===== src/rtl/uart_rx_fifo.sv =====
// uart_rx_fifo -- receive-side byte queue between a UART receiver and a consumer.
//
// The receiver is never stalled (in_ready is tied high). When the queue is full and
// nothing is popped in the same cycle, the incoming byte is dropped and counted.
// The read side is first-word-fall-through: out_data shows the head entry whenever
// out_valid is high.
//
// Handshake semantics (both sides):
//   A transfer happens on a rising clk edge where valid=1 and ready=1.
//   Push side: in_ready is always 1, so in_valid=1 alone is a push. A push that
//   arrives while full with no pop is dropped; overrun and drop_count record it.
//   Pop side: out_valid=1 and out_ready=1 is a pop. While out_valid=1 and no pop
//   happens, out_data stays stable.
//
// Optional feature: define UART_RX_FIFO_IRQ_EN to get a registered interrupt
// irq = (level >= THRESHOLD) | overrun. Without that macro, irq is held at 0.
//
// Ports:
//   clk          rising-edge clock
//   rst          asynchronous active-low reset
//   in_data      byte from the receiver
//   in_valid     receiver byte valid
//   in_ready     accept strobe to the receiver (constant 1)
//   out_data     head-of-queue byte (reads as 0 while empty)
//   out_valid    queue non-empty
//   out_ready    consumer pop request
//   flush        synchronous queue clear (takes priority over push/pop)
//   level        occupancy 0..DEPTH
//   overrun      sticky "a byte was dropped" flag
//   overrun_clr  clears overrun and drop_count
//   drop_count   saturating count of dropped bytes
//   irq          service request
module uart_rx_fifo #(
  parameter int DATA_BITS = 8,
  parameter int DEPTH     = 16,
  parameter int THRESHOLD = 8
) (
  input  logic                       clk,
  input  logic                       rst,
  input  logic [DATA_BITS-1:0]       in_data,
  input  logic                       in_valid,
  output logic                       in_ready,
  output logic [DATA_BITS-1:0]       out_data,
  output logic                       out_valid,
  input  logic                       out_ready,
  input  logic                       flush,
  output logic [$clog2(DEPTH):0]     level,
  output logic                       overrun,
  input  logic                       overrun_clr,
  output logic [7:0]                 drop_count,
  output logic                       irq
);

  localparam int AW = $clog2(DEPTH);
  localparam logic [AW:0] FULL_LEVEL = (AW+1)'(DEPTH);

  logic [DATA_BITS-1:0] mem [DEPTH];
  logic [AW-1:0]        head;
  logic [AW-1:0]        tail;
  logic [AW:0]          level_q;

  logic full;
  logic empty;
  logic pop;
  logic push_ok;
  logic pop_ok;
  logic drop;

  assign in_ready = 1'b1;

  assign empty = (level_q == '0);
  assign full  = (level_q == FULL_LEVEL);
  assign pop   = ~empty & out_ready;

  // A pop in the same cycle frees the slot, so a push into a full queue is
  // only dropped when no pop goes with it. Flush cancels both directions.
  assign push_ok = in_valid & (~full | pop) & ~flush;
  assign pop_ok  = pop & ~flush;
  assign drop    = in_valid & full & ~pop & ~flush;

  // Storage is deliberately unreset; it is never visible while empty.
  always_ff @(posedge clk) begin
    if (push_ok) begin
      mem[tail] <= in_data;
    end
  end

  always_ff @(posedge clk or negedge rst) begin
    if (!rst) begin
      head    <= '0;
      tail    <= '0;
      level_q <= '0;
    end else if (flush) begin
      head    <= tail;
      level_q <= '0;
    end else begin
      if (push_ok) begin
        tail <= tail + AW'(1);
      end
      if (pop_ok) begin
        head <= head + AW'(1);
      end
      case ({push_ok, pop_ok})
        2'b10:   level_q <= level_q + (AW+1)'(1);
        2'b01:   level_q <= level_q - (AW+1)'(1);
        default: level_q <= level_q;
      endcase
    end
  end

  // A clear that coincides with a drop leaves that one drop recorded.
  always_ff @(posedge clk or negedge rst) begin
    if (!rst) begin
      overrun    <= 1'b0;
      drop_count <= '0;
    end else if (overrun_clr) begin
      overrun    <= drop;
      drop_count <= drop ? 8'd1 : 8'd0;
    end else if (drop) begin
      overrun <= 1'b1;
      if (drop_count != 8'hFF) begin
        drop_count <= drop_count + 8'd1;
      end
    end
  end

  assign level     = level_q;
  assign out_valid = ~empty;
  assign out_data  = empty ? '0 : mem[head];

`ifdef UART_RX_FIFO_IRQ_EN
  localparam logic [AW:0] IRQ_LEVEL = (AW+1)'(THRESHOLD);

  always_ff @(posedge clk or negedge rst) begin
    if (!rst) begin
      irq <= 1'b0;
    end else begin
      irq <= (level_q >= IRQ_LEVEL) | overrun;
    end
  end
`else
  assign irq = 1'b0;
`endif

endmodule


===== config.mk =====
export PLATFORM = sky130hd
export DESIGN_NAME = uart_rx_fifo
export DESIGN_NICKNAME = d
export VERILOG_FILES = /design/src/rtl/uart_rx_fifo.sv
export SDC_FILE = /design/constraint.sdc
export NUM_CORES = 1
export LEC_CHECK = 0
export BUFFER_PORTS_ARGS = -buffer_cell sky130_fd_sc_hd__clkbuf_2
export CAP_MARGIN = 30
export CORE_MARGIN = 4
export CORE_UTILIZATION = 40
export CTS_BUF_LIST = sky130_fd_sc_hd__clkbuf_2 sky130_fd_sc_hd__clkbuf_4 sky130_fd_sc_hd__clkbuf_8
export DETAILED_ROUTE_END_ITERATION = 8
export SYNTH_ARGS = -nofsm -noshare
export SYNTH_HDL_FRONTEND = slang
export SYNTH_SLANG_ARGS = --single-unit

===== constraint.sdc =====
create_clock -name clk -period 3.1 [get_ports clk]
set_clock_uncertainty 0.05 [all_clocks]
set_input_delay 0.155 -clock clk [delete_from_list [all_inputs] [get_ports clk]]
set_output_delay 0.155 -clock clk [all_outputs]
set_load 0.01 [all_outputs]

; Word-level counts from Yosys, hierarchy flattened
; Memories as Yosys holds them, arrays and structs flattened.
; Index checks and enable logic that the tools add are counted.
; Widths: inputs -> output; s select.
[totals]
regBits = 22
ramBits = 128
inputBits = 14
out_inout_bits = 25
wordCells = 47
memories = 1
[classes]
addsub = 5
eq_ne = 4
muxes = 13
n_bitwise = 12
reduce_logical = 7
[mem_list]
columns = name, depth, width, read_ports, rd_clocked_by_memory_dff, write_ports, line_no
row1 = mem, 16, 8, 1, 0, 1, 57  ; logic [DATA_BITS-1:0] mem [DEPTH];
[op_table]
columns = cell, n
row1 = $mux 8, 4
row2 = $pmux 5 s2, 1
row3 = $add 4x1->4 const B, 2
row4 = $add 8x1->8 const B, 1
row5 = $mux 4, 2
row6 = $ne 8x8->1 const B, 1
row7 = $and 1x1->1, 7
row8 = $reduce_bool 2->1, 3
row9 = $add 5x1->5 const B, 1
row10 = $eq 5x5->1 const B, 1
row11 = $logic_not 5->1, 1
row12 = $mux 1, 5
row13 = $mux 5, 1
row14 = $sub 5x1->5 const B, 1
row15 = $not 1->1, 4
row16 = $reduce_and 2->1, 2
row17 = $reduce_bool 3->1, 1
row18 = $eq 2x1->1 const B, 1
row19 = $eq 2x2->1 const B, 1
row20 = $or 1x1->1, 1

; Logic depth before layout (Yosys ltp)
; Gate-level depths: netlist (run 1).
[depth]
word_depth = 9
ltp_mapped = 10

; Least setup slack after synthesis (run 1)
; OpenSTA, ideal clock, no wires.
[synth_timing]
path_kind = reg-to-reg
start = register level_q[1], in the netlist level[1]
end = register level_q[4], in the netlist level[4]
setup_ns = 0.069
t_arrival_ns = 2.664
required_time_ns = 2.981
setup_slack_ns = 0.317
path_stages_with_launch = 10
n_path_buf = 0
period_less_slack_ns = 2.783
path_cell_list = dfrtp_1 or4_4 o211ai_4 xnor2_1 ha_1 or3_2 a21oi_1 mux2i_1 or4_1 nand3_1
[synth_via]
elab_chain_len = 9
word_cells_on_any_way = 16
[synth_lines]
columns = element, line_no
row1 = start: declaration, 60  ; logic [AW:0] level_q;
row2 = start signal: assignment, 104  ; 2'b10: level_q <= level_q + (AW+1)'(1);
row3 = start signal: assignment, 105  ; 2'b01: level_q <= level_q - (AW+1)'(1);
row4 = start signal: assignment, 106  ; default: level_q <= level_q;
row5 = $logic_not 5->1, 71  ; assign empty = (level_q == '0);
row6 = $not 1->1, 73  ; assign pop = ~empty & out_ready;
row7 = $and 1x1->1, 73
row8 = $or 1x1->1, 77  ; assign push_ok = in_valid & (~full | pop) & ~flush;
row9 = $and 1x1->1 (2 in a row), 77
row10 = $eq 2x1->1 / $eq 2x2->1 (equally long branches), 103  ; case ({push_ok, pop_ok})
row11 = $pmux 5 s2, 103
row12 = $mux 5, 93  ; end else if (flush) begin
; Several ways; a longest one is shown, not always the timed one.
; A chain may end at the register's enable or synchronous reset.

; Worst setup path after layout (run 1)
; Ends and elaborated chain as after synthesis.

==> summary.md, run 1 <==
| Metric | Value |
|---|---|
| Outcome | `complete, no violations` |
| Hold depth | `1` |
| Root buf cell | `clkbuf_8` |
| Cell family with most CP delay | `simple AND/OR/NAND/NOR gates` |
| Number of synthesized flops with an enable pin | `128` |
| Critical path startpoint category | `flip-flop` |
| CP Max Fanout | `8` |
| Die Span Y | `about 130 um` |
| CP required | `roughly 3.4 ns` |
| Post-synth top area cell | `edfxtp_1` |
| Mapped Area | `between 6000 and 7000 um2` |
| Avg Cell Area, Syn | `around 18 um2` |
| Clk buf depth | `2` |
| Worst Max-Slew Pin Slew | `0.7412 ns` |
| Vias per cell | `around 5.1` |
| Pin count of the biggest net entering global routing | `36` |
| Die ar. | `between 15000 and 20000 um2` |
| Mapped Nets | `~370` |
| Sw frac | `0.3078` |
| Htree depth | `4` |
| CTS tree | `done` |
| Cell with the most instances after synthesis | `edfxtp_1` |
| CP arrival | `roughly 3.2 ns` |
| Worst skew pair latency | `around 0.44 ns` |
| Register bit total from synthesis | `150` |
| Total congestion overflow | `0` |
| DR iter-0 viols | `264` |
| Yosys cell types | `43` |
| # IOs | `39` |
| Clk sinks | `150` |
| Power Internal | `between 3 and 4 mW` |
| Clk network pwr share | `0.241` |
| Routability cong. | `just under 0.8` |
| HPWL after detailed placement | `around 7800 um` |
| Residual DRC | `0` |
| PwrDens | `between 700 and 800 nW/um2` |
| Filler Cell Count | `1347` |
| Die Wd | `roughly 130 um` |
| Crit Reg-Reg Startpoint | `level[1]$_DFFE_PN0P_` |
| Rel. slew slack | `0.5035` |
| DR pass1 iterations | `4` |
| FF-to-FF End | `level[4]$_DFFE_PN0P_` |
| Largest family of logic cells by synthesized area | `multiplexers` |
| CTS Buf Count | `17` |
| Crit-path cells | `or4_4 -> o211ai_4 -> xnor2_1 -> ha_1 -> or3_2 -> a21oi_1 -> mux2i_1 -> or4_1 -> nand3_1` |
| Synth top area share | `0.6109` |
| Wire length after detailed routing | `between 10000 and 15000 um` |
| Core area | `15310 um2` |
| CTS Hold Bufs | `2` |
| Max-slew violations | `0` |
| Crit-path slowest cell | `or4_4` |
| Post-synthesis compound-gate area fraction | `0.02108` |
| VDD IR max | `0.2504 mV` |
| Vias | `roughly 3200` |
| CP max stage delay | `roughly 0.6 ns` |
| Setup Buffers After CTS | `0` |
| Initial antenna violation count | `0` |
| CP Launch Point | `level[1]$_DFFE_PN0P_` |
| Total track usage | `0.1386` |
| Layout area overhead | `12.33%` |
| Final hold viol count | `0` |
| Top cells by count, synth | `edfxtp_1, mux4_2, and2_1, dfrtp_1, nand2_1` |
| N_diodes | `0` |
| Total negative slack | `0 ns` |
| Psw | `1.724 mW` |
| Post-CTS Resized | `0` |
| ANT nets after route | `0` |
| Hold path start | `in_data[3]` |
| Worst hold endpoint | `mem[10][3]$_DFFE_PP_` |
| DR WL/cell | `~19 um` |
| Static Leak | `~2.4 nW` |
| FF-to-FF path depth | `9` |
| Mux cell area share after synthesis | `0.1523` |
| Vias in the first global route | `between 3000 and 4000` |
| Type of the worst min-delay path | `input port to flip-flop` |
| Logic pwr share | `0.301` |
| Ys async rst share | `0.1467` |
| Max Cap Viol | `0` |
| Setup CP Type | `flip-flop to flip-flop` |
| Net count, final | `~410` |
| RSZ-0062 raised after global routing | `no` |
| Cell count after synthesis | `349` |
| Simple-Gate Fraction of Synth Area | `0.07337` |
| Setup crit end kind | `flip-flop` |
| Yosys synthesis warning count | `0` |
| Clock transition at path regs | `about 0.08 ns` |
| Minimum clock period after layout | `2.908 ns` |
| Layout cells sized above 1 | `0.2946` |
| Max Clk Rate | `around 340 MHz` |
| Seq/Total Area, Yosys | `0.6983` |
| FP Rows | `45` |
| Pwr Total | `around 5.6 mW` |
| CP bufs+invs | `0` |
| Starting Density | `0.4109` |
| Synth Area in Adders | `0.01591` |
| Global-route wire length before repair | `approximately 18000 um` |
| Final-report setup violation count | `0` |
| Sequential Power Share | `0.459` |
| Final cycle utilization of the critical path | `0.9381` |
| Ys flop type | `edfxtp_1` |
| Port Buffers | `36` |
| Xor/xnor cell area share of the yosys netlist | `0.02088` |
| Synth area leaders | `edfxtp_1, mux4_2, dfrtp_1, and2_1, xnor2_1` |
| Worst R2R Setup Slack | `~0.19 ns` |
## cells by family (layout without fill, tap and decap cells)
kind of cell | after synthesis | after routing
DFF | 150 | 150
AOI/OAI and AO/OA | 19 | 19
buffers and inverters | 25 | 80
muxes | 45 | 45
and+or+nand+nor | 85 | 85
adders and majority gates | 8 | 8
other | 2 | 2
xor gates and xnor gates | 15 | 15
## power groups by stage
| stage | clock [mW] | sequential, mW | combinational [mW] |
|---|---|---|---|
| after floorplan | 0 | 2.48 | 1.28 |
| after global placement | 0 | 2.61 | 1.71 |
| after detailed placement | 0 | 2.62 | 1.72 |
| after CTS | 1.38 | 2.58 | 1.73 |
| after global routing | 1.47 | 2.61 | 1.85 |
| final | 1.35 | 2.57 | 1.68 |
## worst register-to-register path: stages, from the launching register on
cell and delay [ns]:
dfrtp_1 0.47, or4_4 0.61, o211ai_4 0.26, xnor2_1 0.10, ha_1 0.22, or3_2 0.42, a21oi_1 0.15, mux2i_1 0.09
or4_1 0.40, nand3_1 0.08
## state kept, by name, summed over array words and instances, names as in the netlist
signal      cells
mem           128
drop_count      8
level           5
head            4
tail            4
overrun         1
## area by class of cell
cell class	instances	area, um2	area share
multi-input cells	174	1792	0.2535
clock buffers	19	249.0	0.03523
well taps	211	264.0	0.03735
flip-flops and latches	150	4395	0.6219
clock inverters	13	106.4	0.01505
inverters	7	26.28	0.003717
repair buffers	41	235.2	0.03328
## per-stage QoR
stage               setup slack [ns]  cells    util  hold slack [ns]  area [um2]
floorplan                     0.3171    349       -          -0.1906        6292
global placement              0.2714    581  0.4370           0.1230        6693
detailed placement            0.2030    581  0.4370           0.1411        6693
CTS                           0.1318    615  0.4615          0.05371        7068
global route                 0.04636    615  0.4615          0.07927        7068
finish                        0.1918    615  0.4615          0.07991        7068
## cell usage in the layout (no fill, tap or decap), types with 2 or more instances in the layout
| master | n |
|---|---|
| or2_2 | 2 |
| nor3b_1 | 2 |
| clkbuf_2 | 36 |
| nor2_1 | 15 |
| clkinv_1 | 3 |
| clkinv_4 | 2 |
| xnor2_1 | 12 |
| dlygate4sd3_1 | 2 |
| nand3_1 | 8 |
| clkbuf_8 | 17 |
| mux2i_1 | 2 |
| nor4_1 | 4 |
| nand4_1 | 2 |
| ha_1 | 8 |
| inv_1 | 7 |
| dfrtp_1 | 21 |
| clkbuf_4 | 2 |
| a21oi_1 | 3 |
| and2_1 | 24 |
| inv_6 | 2 |
| o21ai_0 | 8 |
| edfxtp_1 | 128 |
| clkinv_2 | 3 |
| clkinvlp_4 | 2 |
| conb_1 | 2 |
| mux2_2 | 2 |
| buf_4 | 2 |
| xor2_1 | 3 |
| nor3_1 | 2 |
| nand2_1 | 16 |
| a31oi_1 | 2 |
| mux4_2 | 40 |
## metal layers
layer / part of all wire / track usage / vias up
li1: - / - / 1443
met5: 0 / 0 / -
met1: 0.47 / 0.1920 / 1649
met3: 0.040 / 0.03663 / 12
met2: 0.48 / 0.2105 / 60
met4: 0.016 / 0.05600 / 0
## how the worst max path moves through the flow
stage	slack, ns	cells after the start	endpoint
6_report	0.19	9	level[4]$_DFFE_PN0P_
5_1_grt	0.05	5	out_data[1]
4_1_cts	0.13	5	out_data[1]
3_5_place_dp	0.20	9	level[4]$_DFFE_PN0P_
3_3_place_gp	0.27	9	level[4]$_DFFE_PN0P_
2_1_floorplan	0.32	9	level[4]$_DFFE_PN0P_
Note: power is estimated with default switching activity, not from simulation.
==> inputs of run 2 (changes only) <==
--- a/config.mk
+++ b/config.mk
@@ -6,7 +6,8 @@
 export NUM_CORES = 1
 export LEC_CHECK = 0
 export BUFFER_PORTS_ARGS = -buffer_cell sky130_fd_sc_hd__clkbuf_2
-export CAP_MARGIN = 30
+export CAP_MARGIN = 20
+export CORE_ASPECT_RATIO = 1.2
 export CORE_MARGIN = 4
 export CORE_UTILIZATION = 40
 export CTS_BUF_LIST = sky130_fd_sc_hd__clkbuf_2 sky130_fd_sc_hd__clkbuf_4 sky130_fd_sc_hd__clkbuf_8
==> run 2 against run 1 <==
Net effect:
- clock power is 11% higher
- die area hardly changed
- total power is 2.2% higher
- global-route usage is 0.37 points lower
- clock-buffer cell count is 2 lower
- hold slack worse by 0.0074 ns
- wire length is 2.3% lower
- cell area is 0.50% higher
- critical path depth stayed put
- maximum frequency is 0.44% lower
- largest power group unchanged
- highest routed layer unchanged
==> summary.md, run 2 (synthesized netlist as in run 1, its figures left out) <==
| Metric | Value |
|---|---|
| Residual DRC | `0 (unchanged)` |
| Vias | `3113 (-1.6%)` |
| Port Buffers | `36 (unchanged)` |
| Pin count of the biggest net entering global routing | `28 (-22%)` |
| DR pass1 iterations | `4 (unchanged)` |
| RSZ-0062 raised after global routing | `no` |
| CTS Hold Bufs | `2 (unchanged)` |
| Critical path startpoint category | `flip-flop` |
| Total track usage | `0.1350 (-0.003685)` |
| CP arrival | `3.25 ns (about the same)` |
| Worst Max-Slew Pin Slew | `0.7398 ns (-0.001400 ns)` |
| Max Clk Rate | `342.3 MHz (-0.44%)` |
| Max FFs per register | `128 (unchanged)` |
| Final hold viol count | `0 (unchanged)` |
| Rel. slew slack | `0.5045 (+0.0009380)` |
| Clock transition at path regs | `0.08 ns (about the same)` |
| CTS Buf Count | `17 (unchanged)` |
| Largest Register | `mem` |
| Net count, final | `413 (unchanged)` |
| FP Rows | `49 (+8.9%)` |
| CP Max Fanout | `8 (unchanged)` |
| Post-CTS Resized | `0 (unchanged)` |
| Fin area | `7103 um2 (+0.50%)` |
| Layout cells sized above 1 | `0.2995 (+0.004950)` |
| Vias per cell | `5.120 (-0.48%)` |
| Htree depth | `4 (unchanged)` |
| Dpl cell area | `6684 um2 (-0.13%)` |
| # IOs | `39 (unchanged)` |
| Root buf cell | `clkbuf_8` |
| CP required | `3.43 ns (about the same)` |
| Crit-path cells | `or4_4 -> o211ai_4 -> xnor2_1 -> ha_1 -> or3_2 -> a21oi_1 -> mux2i_1 -> or4_1 -> nand3_1` |
| HPWL after detailed placement | `7718 um (-1.2%)` |
| Final cycle utilization of the critical path | `0.9423 (+0.004142)` |
| Layout area overhead | `12.89%` |
| Most common cell after layout, fill and taps aside | `edfxtp_1` |
| Setup Buffers After CTS | `0 (unchanged)` |
| Worst skew pair latency | `0.44 ns (about the same)` |
| Type of the worst min-delay path | `input port to flip-flop` |
| Die Span Y | `145.4 um (+9.0%)` |
| Max-slew violations | `0 (unchanged)` |
| Total negative slack | `0 ns (unchanged)` |
| Max Cap Viol | `0 (unchanged)` |
| DR iter-0 viols | `204 (-23%)` |
| Wire length after detailed routing | `11190 um (-2.3%)` |
| PwrDens | `806.0 nW/um2 (+1.7%)` |
| Most frequent cells in the layout | `edfxtp_1, mux4_2, clkbuf_2, and2_1, dfrtp_1` |
| Total congestion overflow | `0 (unchanged)` |
| Setup CP Type | `flip-flop to flip-flop` |
| Routability cong. | `0.8143 (+4.4%)` |
| ANT nets after route | `0 (unchanged)` |
| Global-route wire length before repair | `17940 um (-2.6%)` |
| Setup crit end kind | `flip-flop` |
| Crit-path slowest cell | `or4_4` |
| Minimum clock period after layout | `2.921 ns (+0.01284 ns)` |
| N_diodes | `0 (unchanged)` |
| Vias in the first global route | `3206 (-0.68%)` |
| Clk sinks | `150 (unchanged)` |
| CTS tree | `done` |
| Die Wd | `122.5 um (-8.2%)` |
| CP max stage delay | `0.60 ns (about the same)` |
| Starting Density | `0.4138 (+0.002975)` |
| Core area | `15200 um2 (-0.72%)` |
| DR WL/cell | `18.41 um (-1.2%)` |
| Static Leak | `2.420 nW (+0.74%)` |
| Outcome | `complete, no violations` |
| Final-report setup violation count | `0 (unchanged)` |
| Initial antenna violation count | `0 (unchanged)` |
| Worst hold slack | `0.07252 ns (-0.007390 ns)` |
| Clk buf depth | `2 (unchanged)` |
| Die ar. | `17810 um2 (about the same)` |
| VDD IR max | `0.3023 mV (+21%)` |
==> run 2: critical path, delay by kind of cell (launching register included) <==
family | cells | cell delay, ns
AOI/OAI and AO/OA | 2 | 0.42
xor gates and xnor gates | 1 | 0.11
and+or+nand+nor | 4 | 1.50
adders and majority gates | 1 | 0.22
muxes | 1 | 0.09
DFF | 1 | 0.46
==> run 2: layer usage <==
| layer | up-vias | wire length (um) | GRT usage | part of all wire |
|---|---|---|---|---|
| met3 | 16 | 335 | 0.03344 | 0.030 |
| met1 | 1602 | 5094 | 0.1803 | 0.46 |
| li1 | 1448 | - | - | - |
| met2 | 47 | 5563 | 0.2116 | 0.50 |
| met4 | 0 | 199 | 0.05546 | 0.018 |
| met5 | - | 0 | 0 | 0 |
==> run 2: cell type report <==
class,instances,area (um2)
inverters,7,26.28
multi-input cells,174,1792
repair buffers,41,235.2
clock inverters,15,165.2
flip-flops and latches,150,4395
fillers,1349,8102
well taps,204,255.2
clock buffers,17,234.0
==> run 2: path summary, 6_finish.rpt <==
path	end	start	slack (ns)	cells after the start
max	level[4]$_DFFE_PN0P_	level[1]$_DFFE_PN0P_	0.18	9
min	mem[11][0]$_DFFE_PP_	in_data[0]	0.07	1
max reg2reg	level[4]$_DFFE_PN0P_	level[1]$_DFFE_PN0P_	0.18	9
min reg2reg	overrun$_DFFE_PN0P_	overrun$_DFFE_PN0P_	0.48	2
max in group asynchronous	head[0]$_DFFE_PN0P_	rst	2.40	2
min in group asynchronous	overrun$_DFFE_PN0P_	rst	0.19	2
==> run 2: metrics by stage <==
stage / setup slack [ns] / cells / total power [mW] / utilization
after floorplan: 0.3171 / 349 / 3.762 / -
after global placement: 0.2776 / 574 / 4.269 / 0.4396
after detailed placement: 0.2049 / 574 / 4.302 / 0.4396
after CTS: 0.1765 / 608 / 5.811 / 0.4672
after global routing: 0.03731 / 608 / 6.054 / 0.4672
final: 0.1790 / 608 / 5.725 / 0.4672
==> run 2: power breakdown <==
part	internal, mW	switching [mW]	leakage, nW
clock network	0.733	0.765	0.198
registers	2.35	0.202	1.44
logic	0.874	0.799	0.781
==> inputs of run 3 (changes only) <==
--- a/config.mk
+++ b/config.mk
@@ -9,7 +9,7 @@
 export CAP_MARGIN = 20
 export CORE_ASPECT_RATIO = 1.2
 export CORE_MARGIN = 4
-export CORE_UTILIZATION = 40
+export CORE_UTILIZATION = 30
 export CTS_BUF_LIST = sky130_fd_sc_hd__clkbuf_2 sky130_fd_sc_hd__clkbuf_4 sky130_fd_sc_hd__clkbuf_8
 export DETAILED_ROUTE_END_ITERATION = 8
 export SYNTH_ARGS = -nofsm -noshare
==> run 3 against run 2 <==
Net effect:
- total power down 1.2%
- clock power shrank 5%
- critical path type unchanged
- largest cell class unchanged
- highest routed layer unchanged
- final cell count grew 9.9%
- die area up 31%
- sequential share of layout area is 0.52 points lower
==> summary.md, run 3 (synthesized netlist as in run 1, its figures left out) <==
| Metric | Value |
|---|---|
| Outcome | `complete, no violations` |
| Routability cong. | `0.7162 (-12%)` |
| DR pass1 iterations | `4 (unchanged)` |
| CP Max Fanout | `8 (unchanged)` |
| Critical path startpoint category | `flip-flop` |
| Final cycle utilization of the critical path | `0.9615 (+0.01926)` |
| Max Cap Viol | `0 (unchanged)` |
| N_diodes | `0 (unchanged)` |
| Cell family with most CP delay | `simple AND/OR/NAND/NOR gates` |
| Final-report setup violation count | `0 (unchanged)` |
| Total congestion overflow | `0 (unchanged)` |
| Htree depth | `4 (unchanged)` |
| Pin count of the biggest net entering global routing | `36 (+29%)` |
| Root buf cell | `clkbuf_8` |
| FP Rows | `57 (+16%)` |
| HPWL after detailed placement | `7809 um (+1.2%)` |
| CTS tree | `done` |
| Vias | `3125 (+0.39%)` |
| Max Clk Rate | `335.5 MHz (-2.0%)` |
| Layout cells sized above 1 | `0.2978 (-0.001738)` |
| # IOs | `39 (unchanged)` |
| Rel. slew slack | `0.5303 (+0.02585)` |
| Max FFs per register | `128 (unchanged)` |
| Die Wd | `140.2 um (+14%)` |
| Residual DRC | `0 (unchanged)` |
| Global-route wire length before repair | `18830 um (+5.0%)` |
| Total track usage | `0.1057 (-0.02928)` |
| Layout area overhead | `13.84%` |
| Net count, final | `412 (-0.24%)` |
| DR WL/cell | `17.74 um (-3.6%)` |
| Initial antenna violation count | `0 (unchanged)` |
| Setup Buffers After CTS | `0 (unchanged)` |
| Worst skew pair latency | `0.43 ns (about the same)` |
| Final hold viol count | `0 (unchanged)` |
| CP bufs+invs | `0 (unchanged)` |
| Fin area | `7163 um2 (+0.85%)` |
| Most frequent cells in the layout | `edfxtp_1, mux4_2, clkbuf_2, and2_1, dfrtp_1` |
| Vias per cell | `4.678 (-8.6%)` |
| Crit-path cells | `or4_4 -> o211ai_4 -> xnor2_1 -> ha_1 -> or3_2 -> a21oi_1 -> mux2i_1 -> or4_1 -> nand3_1` |
| CP arrival | `3.30 ns (+0.05 ns)` |
| Dpl cell area | `6753 um2 (+1.0%)` |
| Sw frac | `0.3232 (+0.01477)` |
| Total negative slack | `0 ns (unchanged)` |
| Max-slew violations | `0 (unchanged)` |
| Die ar. | `23360 um2 (+31%)` |
| Clk buf depth | `2 (unchanged)` |
| Logic pwr share | `0.301 (+0.009)` |
| CP max stage delay | `0.61 ns (about the same)` |
| PwrDens | `789.4 nW/um2 (-2.1%)` |
| Setup CP Type | `flip-flop to flip-flop` |
| Clk network pwr share | `0.251 (-0.011)` |
| Crit-path slowest cell | `or4_4` |
| Power Internal | `3.827 mW (-3.3%)` |
| Type of the worst min-delay path | `input port to flip-flop` |
| Starting Density | `0.3074 (-0.1064)` |
| Static Leak | `2.416 nW (-0.18%)` |
| Worst Max-Slew Pin Slew | `0.7013 ns (-0.03859 ns)` |
| Most common cell after layout, fill and taps aside | `edfxtp_1` |
| Psw | `1.828 mW (+3.5%)` |
| Clock transition at path regs | `0.09 ns (about the same)` |
| Sequential Power Share | `0.448 (+0.002)` |
| Port Buffers | `36 (unchanged)` |
| CP required | `3.42 ns (about the same)` |
| Die Span Y | `166.6 um (+15%)` |
| ANT nets after route | `0 (unchanged)` |
| DR iter-0 viols | `221 (+8.3%)` |
| VDD IR max | `0.3412 mV (+13%)` |
| Wire length after detailed routing | `11850 um (+5.9%)` |
| Vias in the first global route | `3303 (+3.0%)` |
| Clk sinks | `150 (unchanged)` |
| CTS Buf Count | `17 (unchanged)` |
| Largest Register | `mem` |
| Pwr Total | `5.654 mW (-1.2%)` |
| RSZ-0062 raised after global routing | `no` |
| Core area | `20470 um2 (+35%)` |
| Minimum clock period after layout | `2.981 ns (+0.05969 ns)` |
| Setup crit end kind | `flip-flop` |
## run 3: cell count changes in the layout (fill, tap and decap cells not counted)
cell	before	now
clkinv_8	0	3
bufinv_16	2	0
clkinvlp_4	2	0
inv_8	1	3
buf_4	2	1
clkinv_2	1	0
## run 3: path summary, 6_finish.rpt
path	slack, ns	endpoint	cells past startpoint	from
max in group asynchronous	2.39	head[0]$_DFFE_PN0P_	2	rst
min in group asynchronous	0.20	drop_count[7]$_DFFE_PN0P_	2	rst
min	0.08	mem[11][7]$_DFFE_PP_	1	in_data[7]
max reg2reg	0.12	level[4]$_DFFE_PN0P_	9	level[1]$_DFFE_PN0P_
min reg2reg	0.48	overrun$_DFFE_PN0P_	2	overrun$_DFFE_PN0P_
max	0.12	level[4]$_DFFE_PN0P_	9	level[1]$_DFFE_PN0P_
## run 3: worst reg2reg max path: cells and delay by family (launching register included)
| family | cells | cell delay [ns] |
|---|---|---|
| AND/OR/NAND/NOR | 4 | 1.51 |
| flip-flops | 1 | 0.48 |
| AO/OA/AOI/OAI | 2 | 0.45 |
| adder cells (fa/ha/maj) | 1 | 0.23 |
| XOR/XNOR | 1 | 0.10 |
| multiplexers | 1 | 0.10 |
## run 3: repair_timing
action                                 4_1_cts  5_1_grt
endpoints found under the hold margin       31        0
hold buffers                                 2        0
resized for setup                            0        0
## run 3: layer usage
layer / track usage / vias to the layer above / routed length [um]
met2: 0.1833 / 42 / 6383
met4: 0.03751 / 0 / 161
met1: 0.1288 / 1625 / 5013
li1: - / 1448 / -
met5: 0 / - / 0
met3: 0.02438 / 10 / 295
## run 3: power by group through the flow
stage	registers, mW	clock network, mW	logic (mW)
final	2.53	1.42	1.70
after global routing	2.56	1.54	1.86
after CTS	2.54	1.46	1.75
after detailed placement	2.58	0	1.74
after global placement	2.57	0	1.73
after floorplan	2.48	0	1.28
## run 3: metrics by stage
stage | cells | worst slack, ns | hold WS, ns | utilization
floorplan | 349 | 0.3171 | -0.1906 | -
global placement | 634 | 0.2745 | 0.1138 | 0.3299
detailed placement | 634 | 0.1814 | 0.1255 | 0.3299
CTS | 668 | 0.1483 | 0.06250 | 0.3500
global route | 668 | 0.03738 | 0.07324 | 0.3500
finish | 668 | 0.1193 | 0.08371 | 0.3500
## run 3: cell type report
cell class,count,area (um2)
multi-input cells,174,1792
well taps,265,331.6
inverters,7,26.28
fillers,1920,13310
clock buffers,17,234.0
clock inverters,15,156.4
flip-flops and latches,150,4395
repair buffers,40,227.7
